File: src/rtl/i2s_rx_pkg.sv
// Shared audio definitions for the I2S receive front end.
package i2s_rx_pkg;
  localparam int AUDIO_W = 16;
  localparam int FS_HZ   = 48000;

  localparam int NUM_PINS  = 3;
  localparam int PIN_BCLK  = 0;
  localparam int PIN_LRCLK = 1;
  localparam int PIN_DATA  = 2;

  typedef logic signed [AUDIO_W-1:0] sample_t;

  typedef enum logic [1:0] {
    WAIT_SYNC = 2'd0,
    LEFT      = 2'd1,
    RIGHT     = 2'd2
  } rx_state_e;
endpackage

File: src/rtl/i2s_rx_sync_edge.sv
// N-stage synchronizer with registered rise/fall detect; level is the
// delayed copy, so it is time-aligned with the rise/fall flags.
module sync_edge #(
  parameter int STAGES = 2
) (
  input  logic clk,
  input  logic reset_n,
  input  logic din,
  output logic level,
  output logic rise,
  output logic fall
);
  logic [STAGES-1:0] chain;

  always_ff @(posedge clk) begin
    if (!reset_n) begin
      chain <= '0;
      level <= 1'b0;
      rise  <= 1'b0;
      fall  <= 1'b0;
    end else begin
      chain <= {chain[STAGES-2:0], din};
      level <= chain[STAGES-1];
      rise  <= chain[STAGES-1] & ~level;
      fall  <= ~chain[STAGES-1] & level;
    end
  end
endmodule

File: src/rtl/i2s_rx.sv
// Oversampled I2S receiver: deserializes signed left/right words and
// presents each complete stereo frame with a one-cycle valid strobe.
module i2s_rx
  import i2s_rx_pkg::*;
#(
  parameter int DATA_W      = AUDIO_W,
  parameter int SLOT_W      = 32,
  parameter int SYNC_STAGES = 2
) (
  input  logic                     clk,
  input  logic                     reset_n,
  input  logic                     i2sBclk,
  input  logic                     i2sLrclk,
  input  logic                     i2sData,
  output logic signed [DATA_W-1:0] leftOut,
  output logic signed [DATA_W-1:0] rightOut,
  output logic                     sampleValid,
  output logic                     frameError
);
  localparam int CNT_W = $clog2(SLOT_W + 1);
  localparam logic [CNT_W-1:0] CNT_LAST = CNT_W'(DATA_W);
  localparam logic [CNT_W-1:0] CNT_DONE = CNT_W'(DATA_W + 1);
  localparam logic [CNT_W-1:0] CNT_MAX  = CNT_W'(SLOT_W);

  logic [NUM_PINS-1:0] pin, lvl, rise, fall;

  assign pin = {i2sData, i2sLrclk, i2sBclk};

  for (genvar g = 0; g < NUM_PINS; g++) begin : g_sync
    sync_edge #(.STAGES(SYNC_STAGES)) u_sync (
      .clk    (clk),
      .reset_n(reset_n),
      .din    (pin[g]),
      .level  (lvl[g]),
      .rise   (rise[g]),
      .fall   (fall[g])
    );
  end

  logic bclk_rise, lr_chg, lr_fall, sdata;
  assign bclk_rise = rise[PIN_BCLK];
  assign lr_chg    = rise[PIN_LRCLK] | fall[PIN_LRCLK];
  assign lr_fall   = fall[PIN_LRCLK];
  assign sdata     = lvl[PIN_DATA];

  logic unused_sync;
  assign unused_sync = ^{lvl[PIN_BCLK], lvl[PIN_LRCLK], fall[PIN_BCLK],
                         rise[PIN_DATA], fall[PIN_DATA]};

  rx_state_e         state_q, state_d;
  logic [CNT_W-1:0]  cnt_q;
  logic [DATA_W-1:0] left_sr, right_sr;
  logic              slot_done, shift_en, commit, err;
  logic [1:0]        vld_pipe, err_pipe;

  assign slot_done = (cnt_q >= CNT_DONE);
  // Index 0 is the I2S delay bit; a rise coincident with an LRCLK edge
  // belongs to the new slot, so it never shifts.
  assign shift_en  = bclk_rise && !lr_chg && (cnt_q != '0) && (cnt_q <= CNT_LAST);

  always_comb begin
    state_d = state_q;
    commit  = 1'b0;
    err     = 1'b0;
    case (state_q)
      WAIT_SYNC: if (lr_fall) state_d = LEFT;
      LEFT: begin
        if (lr_chg) begin
          if (slot_done) begin
            state_d = RIGHT;
          end else begin
            err     = 1'b1;
            state_d = WAIT_SYNC;
          end
        end
      end
      RIGHT: begin
        if (lr_chg) begin
          if (slot_done) begin
            commit  = 1'b1;
            state_d = LEFT;
          end else begin
            err     = 1'b1;
            state_d = WAIT_SYNC;
          end
        end
      end
      default: state_d = WAIT_SYNC;
    endcase
  end

  always_ff @(posedge clk) begin
    if (!reset_n) begin
      state_q  <= WAIT_SYNC;
      cnt_q    <= '0;
      left_sr  <= '0;
      right_sr <= '0;
      vld_pipe <= '0;
      err_pipe <= '0;
      leftOut  <= '0;
      rightOut <= '0;
    end else begin
      state_q <= state_d;

      if (lr_chg)                            cnt_q <= bclk_rise ? CNT_W'(1) : '0;
      else if (bclk_rise && cnt_q != CNT_MAX) cnt_q <= cnt_q + CNT_W'(1);

      if (shift_en && state_q == LEFT)  left_sr  <= {left_sr[DATA_W-2:0], sdata};
      if (shift_en && state_q == RIGHT) right_sr <= {right_sr[DATA_W-2:0], sdata};

      // Shift registers stay quiet for several clk after a commit (next
      // shift needs a non-delay BCLK rise), so a one-cycle-late load is safe.
      vld_pipe <= {vld_pipe[0], commit};
      err_pipe <= {err_pipe[0], err};
      if (vld_pipe[0]) begin
        leftOut  <= left_sr;
        rightOut <= right_sr;
      end
    end
  end

  assign sampleValid = vld_pipe[1];
  assign frameError  = err_pipe[1];
endmodule

File: config.mk
export PLATFORM = sky130hd
export DESIGN_NAME = i2s_rx
export DESIGN_NICKNAME = d
export VERILOG_FILES = /design/src/rtl/i2s_rx_pkg.sv /design/src/rtl/i2s_rx_sync_edge.sv /design/src/rtl/i2s_rx.sv
export SDC_FILE = /design/constraint.sdc
export NUM_CORES = 1
export LEC_CHECK = 0
export CAP_MARGIN = 30
export CELL_PAD_IN_SITES_DETAIL_PLACEMENT = 0
export CELL_PAD_IN_SITES_GLOBAL_PLACEMENT = 1
export CORE_MARGIN = 4
export CORE_UTILIZATION = 35
export DETAILED_ROUTE_END_ITERATION = 10
export PLACE_DENSITY_LB_ADDON = 0.1
export SETUP_SLACK_MARGIN = 0.05
export SYNTH_ARGS = -nofsm -noshare
export SYNTH_HDL_FRONTEND = slang
export SYNTH_SLANG_ARGS = --single-unit
File: constraint.sdc
create_clock -name clk -period 5.08 [get_ports clk]
set_clock_uncertainty 0.15 [all_clocks]
set_input_delay 0.508 -clock clk [delete_from_list [all_inputs] [get_ports clk]]
set_output_delay 0.508 -clock clk [all_outputs]
set_load 0.05 [all_outputs]
==> metrics.csv, run 1 <==
stage,metric,value,unit
clock_tree,ctsHoldBuffers,0,
placed_design,place.detailed.hpwl,3.759,mm
worst_setup_path,worst_path_cell_chain,clkdlybuf4s50_1,
layout,post_route_cells_drive_above_1_share,8.163,%
worst_setup_path,data_arrival_at_the_endpoint_of_the_critical_path,1.53,ns
die,io-pin-count,39,
clock_tree,cts_tree,yes,
flow_run,maxCapViolCount,0,
clock_tree,cts-htree-levels,3,
power_and_ir_drop,clkPwrFrac,40.1,%
routing,routed-via-count,2054,
sta,fin_hold_ws,0.2363,ns
global_routing,antenna_violations_before_repair,0,
synth,syn_area,0.003363,sq mm
sta,slew_headroom,50.10,%
layout,most-common-layout-cells,"87 x dfxtp_1, 65 x mux2i_1, 37 x nand2_1, 37 x clkdlybuf4s50_1, 34 x nor2b_1",
sta,worst_pin_slew,0.7485,ns
sta,timing.final.crit_share,43.08,%
layout,finalCoreUtilization,43.52,%
power_and_ir_drop,pwr_density,305.6,mW/mm^2
synth,synth.top_cell.area_share,52.38,%
routing,wl_per_cell,12.10,um
routing,drc,0,
power_and_ir_drop,vdd.ir_drop.worst,0.0001612,V
synth,synth_seq_cells,88,
routing,wl,5.712,mm
worst_setup_path,critical_path.endpoint_type,output port,
global_routing,grt_max_degree,86,
clock_tree,clk_pin_slew,0.09,ns
layout,antenna_cells,0,
power_and_ir_drop,pwr-share-comb,3.2,%
synth,synthesis.yosys.warnings,0,
worst_setup_path,critical_path.max_stage_delay,0.81,ns
routing,antenna_left,0,
die,die_x,106.0,um
routing,detail_route.vias_per_cell,4.352,
synth,syn_avg_cell_area,11.14,sq um
sta,setup-violations-final,0,
clock_tree,ctsResizeCount,0,
synth,post-synth-top-area-cell,dfxtp_1,
clock_tree,cts_max_path_buffers,2,
die,chipHeight,106.0,um
sta,final_max_slew_viol_count,0,
placed_design,finalWeightedCongestion,0.7481,
worst_setup_path,crit_slowest_cell,clkdlybuf4s50_1,
worst_setup_path,path_delay_family,buffers and inverters,
synth,synth_sequential_area_ratio,52.38,%
global_routing,wire_length_of_the_first_global_routing_pass,9.804,mm
clock_tree,clk-insertion-delay-late,0.36,ns
worst_setup_path,worst-path-buf-inv,1,
power_and_ir_drop,power.internal,0.0009563,W
power_and_ir_drop,p_sw_share,22.54,%
layout,num-nets-final,351,
sta,fin_crit,2.188,ns
worst_setup_path,worst_ep_required_time,4.42,ns
sta,hold_viol,0,
outcome,outcome,"finished, final reports clean",
power_and_ir_drop,seqPwrFrac,56.6,%
worst_hold_path,worstHoldPathType,reg -> reg,
sta,maximum_clock_frequency,456.9,MHz
routing,drt_pass1_iterations,4,
layout,layout.cells.most_common,dfxtp_1,
clock_tree,cts_sinks,88,
die,placementRows,35,
synth,syn_nets,315,
power_and_ir_drop,total_switching_power,0.0002782,W
sta,rsz0062_at_grt,false,
synth,postSynthCellCount,302,
synth,post_synth_num_cell_types,39,
worst_setup_path,crit_fanout,2,
sta,setup_total_negative_slack,0,ns
synth,dominant_synthesized_flop_cell,dfxtp_1,
power_and_ir_drop,total_power,0.001234,W
routing,drt_first_iter_violations,77,
die,die_area,0.01124,sq mm
synth,synth_edf_count,0,
layout,layout_overhead_on_the_synthesized_area,20.13,%
global_routing,number_of_global_route_vias_before_repair,2060,
placed_design,port_buffers,38,
worst_setup_path,worst_setup_path_start_kind,flip-flop,
die,initial_utilization,36.23,%
global_routing,grt_use_total,10.95,%
synth,synth_async_sr_flop_share,0,%
die,core_region_area,0.009284,sq mm
clock_tree,postCtsSetupRepairBufs,0,
synth,synth.area.top_cells,"dfxtp_1 52%, mux2i_1 19%, nor2b_1 6.3%",
power_and_ir_drop,power.leakage,1.560,nW
worst_setup_path,timing.setup.critical_path_class,reg -> out,
clock_tree,cts.root.buffer_cell,clkbuf_8,
clock_tree,numCtsBuffers,9,
global_routing,grt_remaining_overflow,0,
[path summary, 6_finish.rpt]
kind | startpoint | to | slack, ns | depth (start not counted)
worst min-delay path | g_sync[0].u_sync.level$_SDFF_PN0_ | g_sync[0].u_sync.rise$_SDFF_PN0_ | 0.24 | 1
worst max-delay path | rightOut[9]$_SDFFE_PN0P_ | rightOut[9] | 2.89 | 1
worst max register to register | cnt_q[0]$_SDFFE_PN0P_ | right_sr[11]$_SDFFE_PN0P_ | 3.13 | 6
worst min register to register | g_sync[0].u_sync.level$_SDFF_PN0_ | g_sync[0].u_sync.rise$_SDFF_PN0_ | 0.24 | 1
[cells by family after synthesis]
group | count (synthesis) | share of synthesized area (%)
AO/OA/AOI/OAI | 14 | 2.976
XOR/XNOR | 3 | 1.005
adder cells (fa/ha/maj) | 8 | 2.976
buffers and inverters | 23 | 3.683
flip-flops | 88 | 52.38
multiplexers | 65 | 19.35
AND/OR/NAND/NOR | 101 | 17.63
[per-layer routing]
| layer | up-vias | GRT usage (%) | part of all wire [%] |
|---|---|---|---|
| met5 | - | 0 | 0 |
| met4 | 0 | 6.198 | 2.4 |
| met3 | 12 | 2.732 | 3.8 |
| met2 | 32 | 16.53 | 43 |
| met1 | 920 | 14.25 | 51 |
| li1 | 1090 | - | - |
[synthesized netlist by cell type, types with 2 or more instances]
cell and count:
dfxtp_1 88, nand3_1 2, a21oi_1 3, clkbuf_1 8
o31ai_1 2, buf_8 2, mux2i_1 65, buf_2 3
inv_1 8, and2_1 11, nand4_1 2, nand3_4 2
nor2b_1 34, nor2_1 4, nand2_1 37, ha_1 8
[registers in the layout, summed over array words and instances (netlist names)]
signal               flops
right_sr                16
g_sync.u_sync.fall       1
vld_pipe                 2
rightOut                16
g_sync.u_sync.chain      6
left_sr                 16
leftOut                 16
err_pipe                 2
state_q                  2
g_sync.u_sync.level      3
g_sync.u_sync.rise       2
cnt_q                    6
[layout make-up]
class	instances	area (sq um)
Fill cell	913	5244
Inverter	8	30.03
Sequential cell	88	1763
Tap cell	129	161.4
Multi-Input combinational cell	191	1478
Clock buffer	11	141.4
Timing Repair Buffer	40	402.9
Clock inverter	5	63.81
[power by group through the flow]
stage	registers [W]	logic, W	clock network (W)
2_1_floorplan	0.000714	0.0000320	0
3_3_place_gp	0.000715	0.0000405	0
3_5_place_dp	0.000715	0.0000397	0
4_1_cts	0.000699	0.0000403	0.000517
5_1_grt	0.000700	0.0000460	0.000542
6_report	0.000699	0.0000399	0.000496
[metrics by stage]
stage / area, sq um / std cells / setup slack, ns
floorplan: 3363 / 302 / 3.299
global placement: 3815 / 455 / 3.170
detailed placement: 3835 / 456 / 3.146
CTS: 4040 / 472 / 2.855
global route: 4040 / 472 / 2.830
finish: 4040 / 472 / 2.892
Power figures use the tool's default switching activity.
==> run 2, diff against run 1 <==
==> constraint.sdc (replaced) <==
create_clock -name clk -period 2.2 [get_ports clk]
set_clock_uncertainty 0.15 [all_clocks]
set_input_delay 0.22 -clock clk [delete_from_list [all_inputs] [get_ports clk]]
set_output_delay 0.22 -clock clk [all_outputs]
set_load 0.05 [all_outputs]
==> run 2 against run 1 <==
Net effect:
- clock-buffer cell count unchanged
- largest cell class unchanged
- total power increased by 120%
- final area is essentially flat
- global-route usage fell by 0.50 points
- worst setup slack got worse by 2.6 ns
- core utilization barely moved
- wire length increased by 0.68%
- critical endpoint is now left_sr[5]$_SDFFE_PN0P_
- clock power up 110%
- highest routed layer unchanged
==> metrics.csv, run 2 (synthesis gave the netlist of run 1 again) <==
stage,metric,value,unit,change
outcome,outcome,"finished, final reports clean",,unchanged
worst_hold_path,worstHoldPathType,reg -> reg,,unchanged
clock_tree,postCtsSetupRepairBufs,0,,unchanged
sta,rsz0062_at_grt,false,,unchanged
layout,filler_cell_count,928,,was 913
worst_setup_path,critical_path.endpoint_type,flip-flop,,was output port
power_and_ir_drop,pwr_density,677.9,mW/mm^2,was 305.6 mW/mm^2
clock_tree,ctsResizeCount,0,,unchanged
sta,timing.final.crit_share,87.25,%,
sta,hold_viol,0,,unchanged
power_and_ir_drop,power.leakage,1.557,nW,was 1.560 nW
worst_setup_path,worst_ep_required_time,2.33,ns,was 4.42 ns
routing,wl,5.751,mm,was 5.712 mm
power_and_ir_drop,vdd.ir_drop.worst,0.0003118,V,was 0.0001612 V
die,die_x,106.0,um,unchanged
layout,post_route_cells_drive_above_1_share,8.696,%,was 8.163%
layout,most-common-layout-cells,"87 x dfxtp_1, 65 x mux2i_1, 37 x nand2_1, 37 x clkdlybuf4s50_1, 34 x nor2b_1",,unchanged
global_routing,grt_remaining_overflow,0,,unchanged
die,io-pin-count,39,,unchanged
worst_setup_path,r2r-start,cnt_q[0]$_SDFFE_PN0P_,,unchanged
sta,maximum_clock_frequency,520.9,MHz,
global_routing,grt_max_degree,35,,was 86
worst_setup_path,critical_path_depth,6,,was 1
worst_setup_path,worst_path_cell_chain,"inv_1, ha_1, nor3b_4, xnor2_2, nand3_4, mux2i_1",,was clkdlybuf4s50_1
clock_tree,cts-htree-levels,3,,unchanged
worst_setup_path,crit_slowest_cell,dfxtp_1,,was clkdlybuf4s50_1
placed_design,port_buffers,38,,unchanged
layout,layout.cells.most_common,dfxtp_1,,unchanged
worst_setup_path,timing.setup.critical_path_class,reg -> reg,,was reg -> out
die,chipHeight,106.0,um,unchanged
global_routing,grt_use_total,10.45,%,was 10.95%
sta,setup_total_negative_slack,0,ns,unchanged
worst_setup_path,timing.critical_path.to,left_sr[5]$_SDFFE_PN0P_,,was rightOut[9]
routing,detail_route.vias_per_cell,4.369,,was 4.352
clock_tree,ctsHoldBuffers,0,,unchanged
worst_setup_path,path_delay_family,simple AND/OR/NAND/NOR gates,,was buffers and inverters
clock_tree,clk-insertion-delay-late,0.35,ns,was 0.36 ns
worst_setup_path,worst-path-buf-inv,1,,unchanged
sta,fin_hold_ws,0.2334,ns,was 0.2363 ns
sta,setup-violations-final,0,,unchanged
routing,drt_pass1_iterations,4,,unchanged
flow_run,maxCapViolCount,0,,unchanged
layout,finalCoreUtilization,43.56,%,was 43.52%
clock_tree,clk_pin_slew,0.09,ns,about the same
routing,drc,0,,unchanged
worst_setup_path,worst-r2r-cell-count,6,,unchanged
clock_tree,cts_sinks,88,,unchanged
placed_design,place.detailed.hpwl,3.879,mm,was 3.759 mm
sta,final_max_slew_viol_count,0,,unchanged
global_routing,antenna_violations_before_repair,0,,unchanged
worst_setup_path,startpoint,cnt_q[0]$_SDFFE_PN0P_,,was rightOut[9]$_SDFFE_PN0P_
worst_setup_path,worst_setup_path_start_kind,flip-flop,,unchanged
global_routing,number_of_global_route_vias_before_repair,1956,,"was 2,060"
routing,drt_first_iter_violations,36,,was 77
worst_setup_path,crit_fanout,16,,was 2
clock_tree,cts_tree,yes,,unchanged
die,initial_utilization,36.23,%,unchanged
placed_design,finalWeightedCongestion,0.7040,,was 0.7481
routing,routed-via-count,2071,,"was 2,054"
worst_setup_path,worstReg2RegEnd,left_sr[5]$_SDFFE_PN0P_,,was right_sr[11]$_SDFFE_PN0P_
clock_tree,cts.root.buffer_cell,clkbuf_8,,unchanged
worst_setup_path,setup.reg_to_reg.worst_slack,0.28,ns,was 3.13 ns
global_routing,wire_length_of_the_first_global_routing_pass,9.425,mm,was 9.804 mm
layout,num-nets-final,353,,was 351
die,die_area,0.01124,sq mm,unchanged
sta,slew_headroom,60.60,%,was 50.10%
clock_tree,cts_max_path_buffers,2,,unchanged
worst_setup_path,critical_path.max_stage_delay,0.43,ns,was 0.81 ns
layout,layout_overhead_on_the_synthesized_area,20.24,%,was 20.13%
sta,worst_pin_slew,0.5911,ns,was 0.7485 ns
routing,antenna_left,0,,unchanged
clock_tree,numCtsBuffers,9,,unchanged
sta,fin_crit,1.920,ns,
layout,antenna_cells,0,,unchanged
die,placementRows,35,,unchanged
routing,wl_per_cell,12.13,um,was 12.10 um
die,core_region_area,0.009284,sq mm,unchanged
worst_setup_path,data_arrival_at_the_endpoint_of_the_critical_path,2.05,ns,was 1.53 ns
## run 2: cell types whose count changed in the layout (fill, tap and decap cells not counted)
cell,change
buf_12,+1
buf_4,+1
bufinv_16,-1
clkinv_4,-1
clkinvlp_4,+2
## run 2: how the worst min path moves through the flow
stage,slack [ns],cells after the start,startpoint,endpoint
4_1_cts,0.24,1,g_sync[0].u_sync.level$_SDFF_PN0_,g_sync[0].u_sync.rise$_SDFF_PN0_
6_report,0.23,1,g_sync[0].u_sync.level$_SDFF_PN0_,g_sync[0].u_sync.rise$_SDFF_PN0_
2_1_floorplan,0.20,1,i2sBclk,g_sync[0].u_sync.chain[0]$_SDFF_PN0_
3_3_place_gp,0.23,1,g_sync[0].u_sync.level$_SDFF_PN0_,g_sync[0].u_sync.rise$_SDFF_PN0_
5_1_grt,0.25,1,g_sync[0].u_sync.level$_SDFF_PN0_,g_sync[0].u_sync.rise$_SDFF_PN0_
3_5_place_dp,0.22,1,g_sync[0].u_sync.level$_SDFF_PN0_,g_sync[0].u_sync.rise$_SDFF_PN0_
## run 2: worst register-to-register path: cells and delay by family (launching register included)
kind          cells  cell delay [ns]
xor+xnor          1             0.26
mux               1             0.26
buf+inv           1             0.09
fa+ha+maj         1             0.20
simple gates      2             0.47
flops             1             0.43
## run 2: metal layers
metal,wire [um],global-route usage (%),vias up
li1,-,-,1087
met1,2908,13.53,941
met2,2489,16.17,31
met3,248,2.975,12
met4,105,4.718,0
met5,0,0,-
## run 2: cell type report
class	count	area [sq um]	area share [%]
multi-input cells	191	1478	36.54
repair buffers	42	430.4	10.64
clock inverters	5	40.04	0.9901
well taps	129	161.4	3.991
clock buffers	11	141.4	3.496
inverters	8	30.03	0.7426
flip-flops and latches	88	1763	43.60
## run 2: power by group
| part | total, W | internal [W] | switching, W |
|---|---|---|---|
| Combinational | 0.0000980 | 0.0000438 | 0.0000542 |
| Clock | 0.00103 | 0.000448 | 0.000582 |
| Sequential | 0.00161 | 0.00160 | 0.00000919 |
| Total | 0.00274 | 0.00210 | 0.000645 |
## run 2: stage by stage
step,instance area (sq um),power [W],setup slack [ns],cells
floorplan,3363,0.001723,0.4194,302
global placement,3862,0.001751,0.2854,458
detailed placement,3862,0.001750,0.2611,458
CTS,4044,0.002774,0.2409,474
global route,4044,0.002855,0.1358,474
finish,4044,0.002742,0.2804,474
==> run 3, diff against run 2 <==
--- a/config.mk
+++ b/config.mk
@@ -13,6 +13,7 @@
 export DETAILED_ROUTE_END_ITERATION = 10
 export PLACE_DENSITY_LB_ADDON = 0.1
 export SETUP_SLACK_MARGIN = 0.05
+export SLEW_MARGIN = 20
 export SYNTH_ARGS = -nofsm -noshare
 export SYNTH_HDL_FRONTEND = slang
 export SYNTH_SLANG_ARGS = --single-unit
==> constraint.sdc (replaced) <==
create_clock -name clk -period 2.4 [get_ports clk]
set_clock_uncertainty 0.15 [all_clocks]
set_input_delay 0.24 -clock clk [delete_from_list [all_inputs] [get_ports clk]]
set_output_delay 0.24 -clock clk [all_outputs]
set_load 0.05 [all_outputs]
==> run 3 against run 2 <==
Net effect:
- clock-buffer cell count stayed put
- sequential power decreased by 8%
- total power is 7.7% lower
- die area unchanged
- final area is 0.25% higher
- non-clock buffer count unchanged
- via count is 1.2% higher
- hold slack worse by 0.00055 ns
- wire length down 0.40%
- critical endpoint is now left_sr[4]$_SDFFE_PN0P_
- largest cell class unchanged
- highest routed layer unchanged
==> metrics.csv, run 3 (synthesis gave the netlist of run 1 again) <==
stage,metric,value,unit,change
power_and_ir_drop,pwr_density,624.0,mW/mm^2,was 677.9 mW/mm^2
layout,post_route_cells_drive_above_1_share,8.986,%,was 8.696%
clock_tree,cts-htree-levels,3,,unchanged
die,die_x,106.0,um,unchanged
sta,fin_crit,1.931,ns,was 1.920 ns
outcome,outcome,"finished, final reports clean",,unchanged
routing,antenna_left,0,,unchanged
power_and_ir_drop,clkPwrFrac,38.0,%,was 37.6%
routing,drc,0,,unchanged
worst_setup_path,critical_path.max_stage_delay,0.43,ns,about the same
sta,worst_pin_slew,0.5632,ns,was 0.5911 ns
placed_design,finalWeightedCongestion,0.6987,,was 0.7040
worst_setup_path,critical_path.endpoint_type,flip-flop,,unchanged
worst_setup_path,data_arrival_at_the_endpoint_of_the_critical_path,2.01,ns,was 2.05 ns
worst_setup_path,timing.setup.critical_path_class,reg -> reg,,unchanged
clock_tree,clk-insertion-delay-late,0.34,ns,was 0.35 ns
routing,detail_route.vias_per_cell,4.422,,was 4.369
global_routing,grt_use_total,10.79,%,was 10.45%
worst_setup_path,worst_setup_path_start_kind,flip-flop,,unchanged
die,io-pin-count,39,,unchanged
die,die_area,0.01124,sq mm,unchanged
clock_tree,cts_sinks,88,,unchanged
layout,antenna_cells,0,,unchanged
clock_tree,numCtsBuffers,9,,unchanged
power_and_ir_drop,power.internal,0.001949,W,was 0.002096 W
power_and_ir_drop,seqPwrFrac,58.5,%,was 58.9%
routing,wl_per_cell,12.08,um,was 12.13 um
worst_setup_path,worst_path_cell_chain,"inv_1, ha_1, nor3b_4, xnor2_2, nand3_4, mux2i_1",,unchanged
sta,setup-violations-final,0,,unchanged
worst_setup_path,path_delay_family,simple AND/OR/NAND/NOR gates,,unchanged
routing,drt_pass1_iterations,3,,was 4
power_and_ir_drop,total_switching_power,0.0005806,W,was 0.0006454 W
global_routing,number_of_global_route_vias_before_repair,2080,,"was 1,956"
power_and_ir_drop,power.leakage,1.563,nW,was 1.557 nW
sta,hold_viol,0,,unchanged
worst_setup_path,crit_fanout,16,,unchanged
worst_hold_path,worstHoldPathType,reg -> reg,,unchanged
placed_design,place.detailed.hpwl,3.943,mm,was 3.879 mm
flow_run,maxCapViolCount,0,,unchanged
clock_tree,postCtsSetupRepairBufs,0,,unchanged
die,initial_utilization,36.23,%,unchanged
sta,timing.final.crit_share,80.44,%,was 87.25%
routing,drt_first_iter_violations,27,,was 36
layout,layout_overhead_on_the_synthesized_area,20.54,%,was 20.24%
power_and_ir_drop,total_power,0.002530,W,was 0.002742 W
worst_setup_path,worst-path-buf-inv,1,,unchanged
clock_tree,clk_pin_slew,0.08,ns,was 0.09 ns
clock_tree,ctsHoldBuffers,0,,unchanged
placed_design,dp_slack,0.4493,ns,was 0.2611 ns
sta,setup_total_negative_slack,0,ns,unchanged
global_routing,grt_remaining_overflow,0,,unchanged
clock_tree,cts.root.buffer_cell,clkbuf_8,,unchanged
clock_tree,cts_tree,yes,,unchanged
sta,rsz0062_at_grt,false,,unchanged
die,core_region_area,0.009284,sq mm,unchanged
placed_design,port_buffers,38,,unchanged
layout,num-nets-final,353,,unchanged
sta,maximum_clock_frequency,518.0,MHz,was 520.9 MHz
clock_tree,cts_max_path_buffers,2,,unchanged
sta,final_max_slew_viol_count,0,,unchanged
power_and_ir_drop,vdd.ir_drop.worst,0.0002507,V,was 0.0003118 V
layout,layout.cells.most_common,dfxtp_1,,unchanged
power_and_ir_drop,p_sw_share,22.95,%,was 23.54%
global_routing,antenna_violations_before_repair,0,,unchanged
clock_tree,ctsResizeCount,0,,unchanged
sta,slew_headroom,62.45,%,was 60.60%
power_and_ir_drop,pwr-share-comb,3.6,%,about the same
global_routing,grt_max_degree,34,,was 35
global_routing,wire_length_of_the_first_global_routing_pass,9.763,mm,was 9.425 mm
die,chipHeight,106.0,um,unchanged
worst_setup_path,worst_ep_required_time,2.48,ns,was 2.33 ns
die,placementRows,35,,unchanged
sta,timing.final.ws_setup,0.4693,ns,was 0.2804 ns
worst_setup_path,crit_slowest_cell,dfxtp_1,,unchanged
routing,routed-via-count,2096,,"was 2,071"
routing,wl,5.728,mm,was 5.751 mm
layout,most-common-layout-cells,"87 x dfxtp_1, 65 x mux2i_1, 37 x nand2_1, 37 x clkdlybuf4s50_1, 34 x nor2b_1",,unchanged
run 3: cell counts in the layout (fill, tap and decap cells not counted):
Identical to the previous run, type by type.
run 3: metrics by stage:
stage / util [%] / hold WS [ns] / instance area [sq um] / std cells
floorplan: - / 0.2173 / 3363 / 302
global placement: 41.60 / 0.2263 / 3862 / 458
detailed placement: 41.60 / 0.2218 / 3862 / 458
CTS: 43.67 / 0.2344 / 4054 / 474
global route: 43.67 / 0.2505 / 4054 / 474
finish: 43.67 / 0.2328 / 4054 / 474
run 3: power groups by stage:
stage | Sequential (W) | Clock (W) | Combinational [W]
3_3_place_gp | 0.00151 | 0 | 0.0000911
6_report | 0.00148 | 0.000960 | 0.0000901
4_1_cts | 0.00148 | 0.00101 | 0.0000921
5_1_grt | 0.00148 | 0.00106 | 0.000102
2_1_floorplan | 0.00151 | 0 | 0.0000678
3_5_place_dp | 0.00151 | 0 | 0.0000917
run 3: metal layers:
layer,vias up,routed length [um],track usage [%]
met4,0,70,5.643
met5,-,0,0
met3,6,199,2.732
li1,1090,-,-
met2,26,2582,17.12
met1,974,2876,13.50
run 3: final timing paths:
kind                                                   startpoint                                to  slack (ns)  cells after the start
worst max-delay path                        cnt_q[0]$_SDFFE_PN0P_           left_sr[4]$_SDFFE_PN0P_        0.47                      6
worst min register to register  g_sync[0].u_sync.level$_SDFF_PN0_  g_sync[0].u_sync.rise$_SDFF_PN0_        0.23                      1
worst min-delay path            g_sync[0].u_sync.level$_SDFF_PN0_  g_sync[0].u_sync.rise$_SDFF_PN0_        0.23                      1
worst max register to register              cnt_q[0]$_SDFFE_PN0P_           left_sr[4]$_SDFFE_PN0P_        0.47                      6
run 3: final cells by class:
cell class                 instances  area (sq um)
multi-input combinational        191          1478
sequential                        88          1763
inverter                           8         30.03
clock buffer                      11         151.4
fill                             910          5230
tap                              129         161.4
timing repair buffer              42         430.4
clock inverter                     5         40.04
